[config.mk]
export PLATFORM = sky130hd
export DESIGN_NAME = line_rasterizer_flat
export DESIGN_NICKNAME = d
export VERILOG_FILES = /design/src/rtl/line_rasterizer_if.sv /design/src/rtl/line_rasterizer.sv /design/src/flat_wrapper.sv
export SDC_FILE = /design/constraint.sdc
export NUM_CORES = 1
export LEC_CHECK = 0
export ABC_AREA = 1
export CAP_MARGIN = 25
export CELL_PAD_IN_SITES_DETAIL_PLACEMENT = 1
export CELL_PAD_IN_SITES_GLOBAL_PLACEMENT = 1
export CORE_ASPECT_RATIO = 0.9
export CORE_MARGIN = 2
export CORE_UTILIZATION = 42
export DETAILED_ROUTE_END_ITERATION = 8
export PLACE_DENSITY_LB_ADDON = 0.1
export SLEW_MARGIN = 20
export SYNTH_ARGS = -nofsm -noshare
export SYNTH_HDL_FRONTEND = slang
export SYNTH_SLANG_ARGS = --single-unit
[constraint.sdc]
create_clock -name clk -period 4.8 [get_ports clk]
set_input_delay 0.96 -clock clk [delete_from_list [all_inputs] [get_ports clk]]
set_output_delay 0.96 -clock clk [all_outputs]
set_load 0.03 [all_outputs]
[src/rtl/line_rasterizer_if.sv]
// line_rasterizer_if
//   Bundles the command side (splitter -> rasterizer) and the pixel write
//   side (rasterizer -> frame-buffer writer) of the line rasterizer.
//
//   Command side : enable, prim_sel, locations[37:0], color[15:0]
//   Status side  : busy, line_done
//   Pixel side   : pixel_write (valid), wr_ready (ready), pixel_addr[18:0],
//                  pixel_color[15:0]
//
//   Modports:
//     master - the environment (splitter + frame-buffer writer)
//     slave  - the rasterizer
//
//   Pixel handshake: a pixel transfers on a rising edge where pixel_write
//   and wr_ready are both 1. Once pixel_write is raised it stays raised,
//   with pixel_addr and pixel_color held stable, until that transfer edge;
//   wr_ready may change freely and does not depend on pixel_write.
interface line_rasterizer_if;
    logic        enable;
    logic        prim_sel;
    logic [37:0] locations;
    logic [15:0] color;
    logic        wr_ready;
    logic        pixel_write;
    logic [18:0] pixel_addr;
    logic [15:0] pixel_color;
    logic        busy;
    logic        line_done;

    modport master (
        output enable, prim_sel, locations, color, wr_ready,
        input  pixel_write, pixel_addr, pixel_color, busy, line_done
    );

    modport slave (
        input  enable, prim_sel, locations, color, wr_ready,
        output pixel_write, pixel_addr, pixel_color, busy, line_done
    );
endinterface

[src/rtl/line_rasterizer.sv]
// line_rasterizer
//   Walks one line segment with integer Bresenham stepping and emits one
//   frame-buffer pixel write per visited in-range point. Pulses line_done
//   for one cycle when the segment is finished.
//
//   Ports:
//     clk        - system clock, rising edge
//     n_reset    - synchronous active-low reset
//     bus        - line_rasterizer_if.slave (command, status, pixel write)
//     dbg_state  - current FSM state (0 IDLE, 1 SETUP, 2 DRAW, 3 DONE)
//
//   Points outside H_RES x V_RES are skipped: they produce no write but
//   still take one DRAW cycle.
module line_rasterizer #(
    parameter int H_RES = 640,
    parameter int V_RES = 480
) (
    input  logic               clk,
    input  logic               n_reset,
    line_rasterizer_if.slave   bus,
    output logic [1:0]         dbg_state
);

    typedef enum logic [1:0] {
        IDLE  = 2'd0,
        SETUP = 2'd1,
        DRAW  = 2'd2,
        DONE  = 2'd3
    } state_e;

    localparam logic [10:0] H_LIM = 11'(H_RES);
    localparam logic [9:0]  V_LIM = 10'(V_RES);

    state_e              state_q, state_d;
    logic        [9:0]   cx_q, cx_d;       // current x
    logic        [8:0]   cy_q, cy_d;       // current y
    logic        [9:0]   x1_q, x1_d;       // end x
    logic        [8:0]   y1_q, y1_d;       // end y
    logic        [15:0]  color_q, color_d;
    logic        [10:0]  dx_q, dx_d;       // |x1-x0|, always non-negative
    logic signed [10:0]  dy_q, dy_d;       // -|y1-y0|, always non-positive
    logic                sx_neg_q, sx_neg_d;  // x steps by -1 when set
    logic                sy_neg_q, sy_neg_d;  // y steps by -1 when set
    logic signed [12:0]  err_q, err_d;

    logic                in_range;
    logic                at_end;
    logic                advance;
    logic signed [13:0]  e2;
    logic signed [13:0]  dx14;
    logic signed [13:0]  dy14;
    logic                step_x;
    logic                step_y;
    logic        [8:0]   ady;

    assign in_range = ({1'b0, cx_q} < H_LIM) && ({1'b0, cy_q} < V_LIM);
    assign at_end   = (cx_q == x1_q) && (cy_q == y1_q);
    // A clipped point never waits for the writer.
    assign advance  = in_range ? bus.wr_ready : 1'b1;

    // Both step decisions look at the pre-step error term.
    assign e2     = {err_q, 1'b0};
    assign dx14   = $signed({3'b000, dx_q});
    assign dy14   = $signed({{3{dy_q[10]}}, dy_q});
    assign step_x = (e2 >= dy14);
    assign step_y = (e2 <= dx14);

    assign ady = (y1_q >= cy_q) ? (y1_q - cy_q) : (cy_q - y1_q);

    always_comb begin
        state_d  = state_q;
        cx_d     = cx_q;
        cy_d     = cy_q;
        x1_d     = x1_q;
        y1_d     = y1_q;
        color_d  = color_q;
        dx_d     = dx_q;
        dy_d     = dy_q;
        sx_neg_d = sx_neg_q;
        sy_neg_d = sy_neg_q;
        err_d    = err_q;

        case (state_q)
            IDLE: begin
                if (bus.enable && !bus.prim_sel) begin
                    state_d = SETUP;
                    // The start point is loaded straight into the walker.
                    cx_d    = bus.locations[37:28];
                    cy_d    = bus.locations[27:19];
                    x1_d    = bus.locations[18:9];
                    y1_d    = bus.locations[8:0];
                    color_d = bus.color;
                end
            end

            SETUP: begin
                sx_neg_d = (x1_q < cx_q);
                sy_neg_d = (y1_q < cy_q);
                dx_d     = (x1_q >= cx_q) ? ({1'b0, x1_q} - {1'b0, cx_q})
                                          : ({1'b0, cx_q} - {1'b0, x1_q});
                dy_d     = $signed(11'd0 - {2'b00, ady});
                err_d    = $signed({2'b00, dx_d}) + $signed({{2{dy_d[10]}}, dy_d});
                state_d  = DRAW;
            end

            DRAW: begin
                if (advance) begin
                    if (at_end) begin
                        state_d = DONE;
                    end else begin
                        err_d = err_q
                              + (step_x ? $signed({{2{dy_q[10]}}, dy_q}) : 13'sd0)
                              + (step_y ? $signed({2'b00, dx_q})         : 13'sd0);
                        if (step_x) begin
                            cx_d = sx_neg_q ? (cx_q - 10'd1) : (cx_q + 10'd1);
                        end
                        if (step_y) begin
                            cy_d = sy_neg_q ? (cy_q - 9'd1) : (cy_q + 9'd1);
                        end
                    end
                end
            end

            DONE: begin
                state_d = IDLE;
            end

            default: begin
                state_d = IDLE;
            end
        endcase
    end

    always_ff @(posedge clk) begin
        if (!n_reset) begin
            state_q  <= IDLE;
            cx_q     <= '0;
            cy_q     <= '0;
            x1_q     <= '0;
            y1_q     <= '0;
            color_q  <= '0;
            dx_q     <= '0;
            dy_q     <= '0;
            sx_neg_q <= 1'b0;
            sy_neg_q <= 1'b0;
            err_q    <= '0;
        end else begin
            state_q  <= state_d;
            cx_q     <= cx_d;
            cy_q     <= cy_d;
            x1_q     <= x1_d;
            y1_q     <= y1_d;
            color_q  <= color_d;
            dx_q     <= dx_d;
            dy_q     <= dy_d;
            sx_neg_q <= sx_neg_d;
            sy_neg_q <= sy_neg_d;
            err_q    <= err_d;
        end
    end

    // Linear address y*640 + x as two shifts plus x.
    assign bus.pixel_addr  = {1'b0, cy_q, 9'b0} + {3'b000, cy_q, 7'b0} + {9'b0, cx_q};
    assign bus.pixel_color = color_q;
    assign bus.pixel_write = (state_q == DRAW) && in_range;
    assign bus.busy        = (state_q != IDLE);
    assign bus.line_done   = (state_q == DONE);
    assign dbg_state       = state_q;

endmodule

[src/flat_wrapper.sv]
// flat-port wrapper written by rule: the top's interface ports become plain ports
module line_rasterizer_flat 
#(
    parameter int H_RES = 640,
    parameter int V_RES = 480
)
  (clk, n_reset, dbg_state, bus_enable, bus_prim_sel, bus_locations, bus_color, bus_wr_ready, bus_pixel_write, bus_pixel_addr, bus_pixel_color, bus_busy, bus_line_done);
  line_rasterizer_if bus_i ();
  input  logic clk;
  input  logic n_reset;
  output logic [1:0] dbg_state;
  input wire logic [$bits(bus_i.enable)-1:0] bus_enable;
  input wire logic [$bits(bus_i.prim_sel)-1:0] bus_prim_sel;
  input wire logic [$bits(bus_i.locations)-1:0] bus_locations;
  input wire logic [$bits(bus_i.color)-1:0] bus_color;
  input wire logic [$bits(bus_i.wr_ready)-1:0] bus_wr_ready;
  output wire logic [$bits(bus_i.pixel_write)-1:0] bus_pixel_write;
  output wire logic [$bits(bus_i.pixel_addr)-1:0] bus_pixel_addr;
  output wire logic [$bits(bus_i.pixel_color)-1:0] bus_pixel_color;
  output wire logic [$bits(bus_i.busy)-1:0] bus_busy;
  output wire logic [$bits(bus_i.line_done)-1:0] bus_line_done;
  assign bus_i.enable = bus_enable;
  assign bus_i.prim_sel = bus_prim_sel;
  assign bus_i.locations = bus_locations;
  assign bus_i.color = bus_color;
  assign bus_i.wr_ready = bus_wr_ready;
  assign bus_pixel_write = bus_i.pixel_write;
  assign bus_pixel_addr = bus_i.pixel_addr;
  assign bus_pixel_color = bus_i.pixel_color;
  assign bus_busy = bus_i.busy;
  assign bus_line_done = bus_i.line_done;
  line_rasterizer #(.H_RES(H_RES), .V_RES(V_RES)) u_core (.clk(clk), .n_reset(n_reset), .bus(bus_i), .dbg_state(dbg_state));
endmodule
# Yosys cells after proc, flatten, opt, wreduce, memory -nomap -nowiden
# Index checks and enable logic that the tools add are counted.
# W data, S select, Z words.
# word_totals
n_memories,0
latchBits,0
ff_bits,92
ramBits,0
rom_bits,0
out_inout_bits,40
# classes
muxes,24
order_cmp,8
div_mod_pow,0
bitwise_logic,0
n_eq_ne,11
n_shift,0
n_addsub,14
n_mul,0
reduce_logical,14
# op_table
op,count
$mux W9,6
$mux W10,5
$mux W13,3
$add A13 B13 Y13,2
$pmux W13 S2,1
$mux W11,2
$sub A10 B10 Y11,2
$pmux W10 S2,1
$add A18 B16 Y19,1
$add A19 B10 Y19,1
$pmux W9 S2,1
$sub A9 B9 Y9,2
$ge A14 B10 Y1,1
$le A14 B12 Y1,1
$add A12 B10 Y13,1
$add A10 B1 Y10 const B,1
$eq A10 B10 Y1,1
$ge A10 B10 Y1,1
$lt A10 B10 Y1,1
$lt A10 B10 Y1 const B,1
$ne A2 B1 Y1 const B,5
$reduce_and A5 Y1,2
$sub A1 B9 Y10 const A,1
$sub A10 B1 Y10 const B,1
other kinds (18),27

# Longest topological paths before layout
# Gate-level depths: netlist of run 1.
# depth
depth_word,7
ltp_mapped,31
depth_no_buf,31

# Worst setup path after synthesis of run 1
# OpenSTA, ideal clock, no wires.
# synth_timing
path_type,register to register
startpoint,register u_core.dx_q[3]
endpoint,register u_core.err_q[11]
stages_incl_launch_ff,32
path_buffers,0
slack_ns,0.789
arrival_ns,3.945
setup_time_ns,0.066
required_ns,4.734
cell_sequence,dfxtp_1 -> inv_1 -> ha_1 -> nand4_1 -> and3_1 -> o21ai_0 -> nand2_1 -> nand2_1 -> a21boi_0 -> o21ai_0 -> nand2_1 -> nand2_1 -> fa_1 -> inv_1 -> ha_1 -> inv_1 -> fa_1 -> o31ai_1 -> nand3_1 -> nand2_1 -> nand2_1 -> inv_1 -> o21ai_0 -> nand2_1 -> nand2_1 -> nand2_1 -> a21oi_1 -> xnor2_1 -> nand2_1 -> nand2_1 -> inv_1 -> a21oi_2
# synth_via
elab_chain_len,6
# synth_lines
item,line_no,rtl
start: declaration,line_rasterizer.sv:40,"logic [10:0] dx_q, dx_d;"
start signal: assignment,line_rasterizer.sv:142,dx_q <= '0;
start signal: assignment,line_rasterizer.sv:154,dx_q <= dx_d;
$le A14 B12 Y1,line_rasterizer.sv:66,assign step_y = (e2 <= dx14);
$mux W11 (*),line_rasterizer.sv:113,"+ (step_y ? $signed({2'b00, dx_q}) : 13'sd0);"
$add A13 B13 Y13 (*),line_rasterizer.sv:113,
$mux W13 (*),line_rasterizer.sv:108,if (at_end) begin
$mux W13 (*),line_rasterizer.sv:107,if (advance) begin
$pmux W13 S2 (*),line_rasterizer.sv:83,case (state_q)
end signal: assignment,line_rasterizer.sv:158,err_q <= err_d;
end: declaration,line_rasterizer.sv:44,"logic signed [12:0] err_q, err_d;"
# Mark *: on every way between the ends. The rest lies on a longest branch, timed or not. The select of a mux whose other input is x is not followed.
# A chain may end at the register's enable or synchronous reset.

# Final worst setup path of run 1
# layout_timing
startpoint,register u_core.cx_q[9]
endpoint,output bus_pixel_addr[16]
# layout_via
elab_chain_len,1
# layout_lines
item,line_no,rtl
start: declaration,line_rasterizer.sv:35,"logic [9:0] cx_q, cx_d;"
start signal: assignment,line_rasterizer.sv:137,cx_q <= '0;
start signal: assignment,line_rasterizer.sv:149,cx_q <= cx_d;
$add A19 B10 Y19,line_rasterizer.sv:163,"assign bus.pixel_addr = {1'b0, cy_q, 9'b0} + {3'b000, cy_q, 7'b0} + {9'b0, cx_q};"
end: declaration,flat_wrapper.sv:18,output wire logic [$bits(bus_i.pixel_addr)-1:0] bus_pixel_addr;
# No other way between the ends.

==> results of run 1 <==
## worst register-to-register path, stage by stage, from the launching register on
cell and delay, ns:
dfxtp_1 0.49, inv_1 0.18, ha_1 0.33, nand2_1 0.08, nor3_1 0.14, nand3_1 0.27
nand2_2 0.34, inv_1 0.20, nand2_1 0.10, o21ai_0 0.10, o32ai_1 0.32, xor2_1 0.27
inv_1 0.08, ha_1 0.38, inv_1 0.11, nor3_1 0.28, nand4_1 0.20, nand4_1 0.14
nand3_1 0.19, a21oi_2 0.18
## layout by cell type (no fill, tap or decap), types with 7 or more instances in the layout
| master | netlist | routed |
|---|---|---|
| a21oi_1 | 165 | 162 |
| a31oi_1 | 7 | 7 |
| buf_4 | 9 | 14 |
| clkbuf_16 | 0 | 9 |
| clkdlybuf4s50_1 | 0 | 95 |
| dfxtp_1 | 92 | 87 |
| fa_1 | 21 | 20 |
| ha_1 | 119 | 118 |
| inv_1 | 217 | 217 |
| nand2_1 | 205 | 203 |
| nand2_2 | 22 | 24 |
| nand3_1 | 64 | 64 |
| nand3_2 | 8 | 8 |
| nand4_1 | 13 | 13 |
| nor2_1 | 74 | 74 |
| nor2_2 | 8 | 8 |
| nor3_1 | 14 | 14 |
| o21ai_0 | 117 | 116 |
| xnor2_1 | 13 | 13 |
| xor2_1 | 29 | 29 |
## worst max path at each step
stage,cells past startpoint,to,startpoint
2_1_floorplan,31,u_core.err_q[11],u_core.dx_q[3]
3_3_place_gp,30,u_core.err_q[11],u_core.err_q[2]
3_5_place_dp,30,u_core.err_q[11],u_core.err_q[2]
4_1_cts,30,u_core.err_q[11],u_core.err_q[2]
5_1_grt,28,u_core.err_q[12],u_core.dx_q[2]
6_report,12,bus_pixel_addr[16],u_core.cx_q[9]
## cells by family (layout without fill, tap and decap cells)
| family | count (synthesis) | after routing |
|---|---|---|
| AO/OA/AOI/OAI | 326 | 326 |
| XOR/XNOR | 42 | 42 |
| adder cells (fa/ha/maj) | 140 | 140 |
| buffers and inverters | 269 | 348 |
| flip-flops | 92 | 92 |
| AND/OR/NAND/NOR | 425 | 425 |
## through the flow
step | instances | hold WS (ns)
floorplan | 1294 | 0.445
global placement | 1642 | 0.448
detailed placement | 1642 | 0.459
CTS | 1658 | 0.469
global route | 1659 | 0.488
finish | 1659 | 0.466
## sequential cells by signal, summed over array words and instances (netlist names)
name / flops
u_core.bus.pixel_color: 16
u_core.err_q: 13
u_core.dx_q: 11
u_core.cx_q: 10
u_core.dy_q: 10
u_core.x1_q: 10
u_core.cy_q: 9
u_core.y1_q: 9
u_core.dbg_state: 2
u_core.sx_neg_q: 1
u_core.sy_neg_q: 1
## repair_timing
item / in CTS / in global routing
pin swaps: 0 / 2
gates resized for setup: 1 / 16
setup endpoints to repair: 1 / 5
setup buffers: 0 / 0
## final cells by class
| class | instances | area share |
|---|---|---|
| clock inverters | 7 | 0.00636 |
| clock buffers | 9 | 0.0216 |
| inverters | 220 | 0.0792 |
| flip-flops and latches | 92 | 0.177 |
| well taps | 286 | 0.0343 |
| repair buffers | 112 | 0.105 |
| multi-input cells | 933 | 0.577 |
## routing by layer
layer  global-route usage  up-vias  routed length [um]
li1                     -     4382                   -
met1                0.372     4230               13800
met2                0.439      170               13200
met3               0.0542       22                1500
met4               0.0397        0                 317
met5                    0        -                   0
==> impl_metrics.tcl, run 1 <==
set metrics [dict create \
    status "complete, no violations" \
    antennaDiodeCount 0 \
    dpl_worst_slack_ns 0.115 \
    worst_slew_pin_slew_ns 0.783 \
    synthMuxAreaShare 0 \
    tns_ns 0 \
    core_area_um2 20800 \
    hold_violations 0 \
    multiInputGateArea_um2 6020 \
    viasPerCell 5.31 \
    regToRegSetupSlack_ns 0.34 \
    layout.nets 1567 \
    post_dp_cell_area_um2 10100 \
    synthArstFlopShare 0 \
    die_y_um 142 \
    synthFlopType "dfxtp_1" \
    root_buffer "clkbuf_16" \
    clk_pin_slew_ns 0.08 \
    drt_iter0_markers 430 \
    path_buf_inv 2 \
    ios 99 \
    vias 8804 \
    synth_xor_area_frac 0.0413 \
    startpoint_type "register" \
    fin_util 0.502 \
    cp_max_fo 5 \
    synth_top_family_by_area "simple AND/OR/NAND/NOR gates" \
    antenna_found_initial 0 \
    skew_ns 0.00850 \
    critical-path-top-delay-family "adder cells" \
    min_to "u_core.bus.pixel_color[12]" \
    max_stage_delay_ns 0.68 \
    crit_type "reg2out" \
    grt_max_degree 64 \
    synth.most_common_cell "inv_1" \
    synth_edf_count 0 \
    cts_tree "yes" \
    timing.final.crit_share 0.945 \
    worst_slack_ns 0.264 \
    fp.dieW_um 157 \
    wl_per_cell_um 17.4 \
    remaining_drc_errors 0 \
    synth_area_per_cell_um2 6.88 \
    fmax_mhz 220 \
    arrival_ns 3.58 \
    hold_class "reg2reg" \
    reg2reg_from "u_core.cx_q[1]" \
    yosys-top-cells-area "dfxtp_1 21%, ha_1 17%, a21oi_1 9.3%, inv_1 9.2%, nand2_1 8.6%" \
    syn-num-nets 1493 \
    synth.distinct_cells 53 \
    period_needed_ns 4.54 \
    synth_fa_ha_area_frac 0.215 \
    cts_buffer_depth 2 \
    grt_overflow_total 0 \
    maxSlewViolCount 0 \
    ff_latch_area_um2 1850 \
    ys_warn_count 0 \
    gp_congestion 0.906 \
    max-cap-violations 0 \
    synth_area_um2 8900 \
    endpoint_kind "primary output" \
    ctsHoldBuffers 0 \
    r2r_cells 19 \
    drive_gt1_frac 0.0750 \
    fin_area_um2 10400 \
    numCtsBuffers 9 \
    synth_compound_gate_area_share 0.198 \
    cp_data_required_time_ns 3.84 \
    ctsHtreeMaxLevel 3 \
    area_growth_syn_to_layout_pct 17.2 \
    critPathSlowestCell "clkdlybuf4s50_1" \
    dp.final_hpwl_um 22900 \
    cts_sinks 92 \
    synth_top_area_share 0.207 \
    crit_chain "fa_1 -> fa_1 -> nand3_1 -> nand2_1 -> a21oi_1 -> inv_1 -> a21oi_1 -> nor2_1 -> nor2_1 -> o21bai_1 -> xor2_1 -> clkdlybuf4s50_1" \
    synthSimpleGateAreaFrac 0.216 \
    die-area_um2 22400 \
    hold_start "u_core.bus.pixel_color[12]" \
    holdPathStages 2 \
    fp-row-count 50 \
    grt_pass1_wl_um 47200 \
    syn_inst 1294 \
    insertion_delay_ns 0.36 \
    grt_pass1_vias 8912 \
    rsz0062_at_grt "true" \
    nFillCells 2792 \
    synth-seq-area-share 0.207 \
    wl_um 28800 \
    drtPass1Iterations 4 \
    grtUsageTotal 0.268 \
    ys_ff_latch 92 \
    synth_top_cell_by_area "dfxtp_1" \
    r2r-end "u_core.err_q[11]" \
    finalSetupViolCount 0 \
    slew_headroom 0.478 \
    initial_core_util 0.428 \
    synth_commonest_cells "217 x inv_1, 205 x nand2_1, 165 x a21oi_1, 119 x ha_1, 117 x o21ai_0" \
    io_buffers 98 \
    drtAntennaViolNets 0 \
]
Power of run 1 is not shown: default switching activity piles up to over one toggle a cycle in this logic, so the estimate is an artifact.
==> run 2: changes to the inputs <==
- CORE_MARGIN: 2 -> unset
==> impl_metrics.tcl, run 2 (same netlist as run 1, synthesis figures left out) <==
set metrics [dict create \
    maxSlewViolCount 0 \
    ctsHtreeMaxLevel 3 \
    viasPerCell 5.23 \
    area_growth_syn_to_layout_pct 17.2 \
    reg2reg_from "u_core.cy_q[1]" \
    initial_core_util 0.428 \
    largest_reg_flops 16 \
    grt_overflow_total 0 \
    remaining_drc_errors 0 \
    max-cap-violations 0 \
    ios 99 \
    grtUsageTotal 0.274 \
    period_needed_ns 4.56 \
    vias 8705 \
    arrival_ns 3.60 \
    dpl_worst_slack_ns 0.245 \
    dp.final_hpwl_um 22500 \
    antenna_found_initial 0 \
    hold_violations 0 \
    holdPathStages 2 \
    cts_sinks 92 \
    drive_gt1_frac 0.0733 \
    startpoint_type "register" \
    r2r_cells 22 \
    drtPass1Iterations 5 \
    numCtsBuffers 9 \
    final_cell_mix "217 x inv_1, 204 x nand2_1, 163 x a21oi_1" \
    grt_pass1_vias 9083 \
    cts_tree "yes" \
    status "complete, no violations" \
    finalSetupViolCount 0 \
    antennaDiodeCount 0 \
    layout_commonest_cell "inv_1" \
    slew_headroom 0.488 \
    insertion_delay_ns 0.36 \
    root_buffer "clkbuf_16" \
    layout.nets 1571 \
    regToRegSetupSlack_ns 0.38 \
    cp_data_required_time_ns 3.84 \
    fp-row-count 50 \
    gp_congestion 0.876 \
    grt_max_degree 64 \
    wl_per_cell_um 17.1 \
    hold_start "u_core.bus.pixel_color[4]" \
    worst_slack_ns 0.245 \
    fp.dieW_um 155 \
    crit_type "reg2out" \
    endpoint_kind "primary output" \
    skew_ns 0.00794 \
    min_to "u_core.bus.pixel_color[4]" \
    fmax_mhz 220 \
    die_y_um 140 \
    grt_pass1_wl_um 47000 \
    wl_um 28400 \
    core_area_um2 20800 \
    worst_slew_pin_slew_ns 0.766 \
    die-area_um2 21800 \
    nFillCells 2741 \
    r2r-end "u_core.err_q[11]" \
    cts_buffer_depth 2 \
    hold_class "reg2reg" \
    rsz0062_at_grt "true" \
    timing.final.crit_share 0.949 \
    drtAntennaViolNets 0 \
    cp_max_fo 4 \
    drt_iter0_markers 386 \
    post_cts_buffers 0 \
    io_buffers 98 \
    clk_pin_slew_ns 0.07 \
]
==> run 2: cell type report <==
class                           count  area (um2)  share of cell area
Tap cell                          286         358              0.0343
Clock buffer                       10         229              0.0220
Multi-Input combinational cell    933        6000               0.575
Inverter                          220         826              0.0792
Clock inverter                      6        71.3             0.00684
Sequential cell                    92        1840               0.177
Timing Repair Buffer              116        1100               0.106
==> run 2: worst max-delay path: stages (launching register included) <==
cell and delay (ns):
dfxtp_1 0.40, buf_4 0.17, fa_1 0.47, fa_1 0.49, nand3_1 0.09, nand2_1 0.08, a21oi_1 0.15, inv_1 0.06
a21oi_1 0.21, nor2_1 0.07, nor2_1 0.10, o21bai_1 0.10, xor2_1 0.15, clkdlybuf4s50_1 0.69
==> run 2: timing repair <==
item                       CTS  global route
resized for setup            1            11
setup endpoints to repair    1             4
hold buffers                 0             0
pin swaps                    0             2
==> run 2: per-layer routing <==
layer  global-route usage  part of all wire  vias to the layer above
met1                0.373              0.48                     4151
met5                    0                 0                        -
met4               0.0516             0.010                        0
met2                0.455              0.46                      145
met3               0.0467             0.041                       25
li1                     -                 -                     4384
==> run 2: through the flow <==
step / setup TNS (ns) / hold slack [ns] / util / cell area, um2 / std cells
after detailed placement: 0 / 0.456 / 0.486 / 10100 / 1647
final: 0 / 0.463 / 0.502 / 10400 / 1663
after CTS: 0 / 0.465 / 0.501 / 10400 / 1663
after floorplan: 0 / 0.445 / - / 8900 / 1294
after global routing: -0.000711 / 0.485 / 0.502 / 10400 / 1663
after global placement: 0 / 0.447 / 0.486 / 10100 / 1647
==> run 2: worst max-delay path by stage <==
| stage | start | to | slack [ns] |
|---|---|---|---|
| 6_report | u_core.cy_q[2] | bus_pixel_addr[16] | 0.24 |
| 2_1_floorplan | u_core.dx_q[3] | u_core.err_q[11] | 0.79 |
| 4_1_cts | u_core.dx_q[3] | u_core.err_q[11] | 0.19 |
| 3_3_place_gp | u_core.dx_q[3] | u_core.err_q[11] | 0.43 |
| 3_5_place_dp | u_core.dx_q[3] | u_core.err_q[11] | 0.24 |
| 5_1_grt | u_core.dx_q[3] | u_core.err_q[11] | -0.0007 |
Power of run 2 is left out for the same reason.
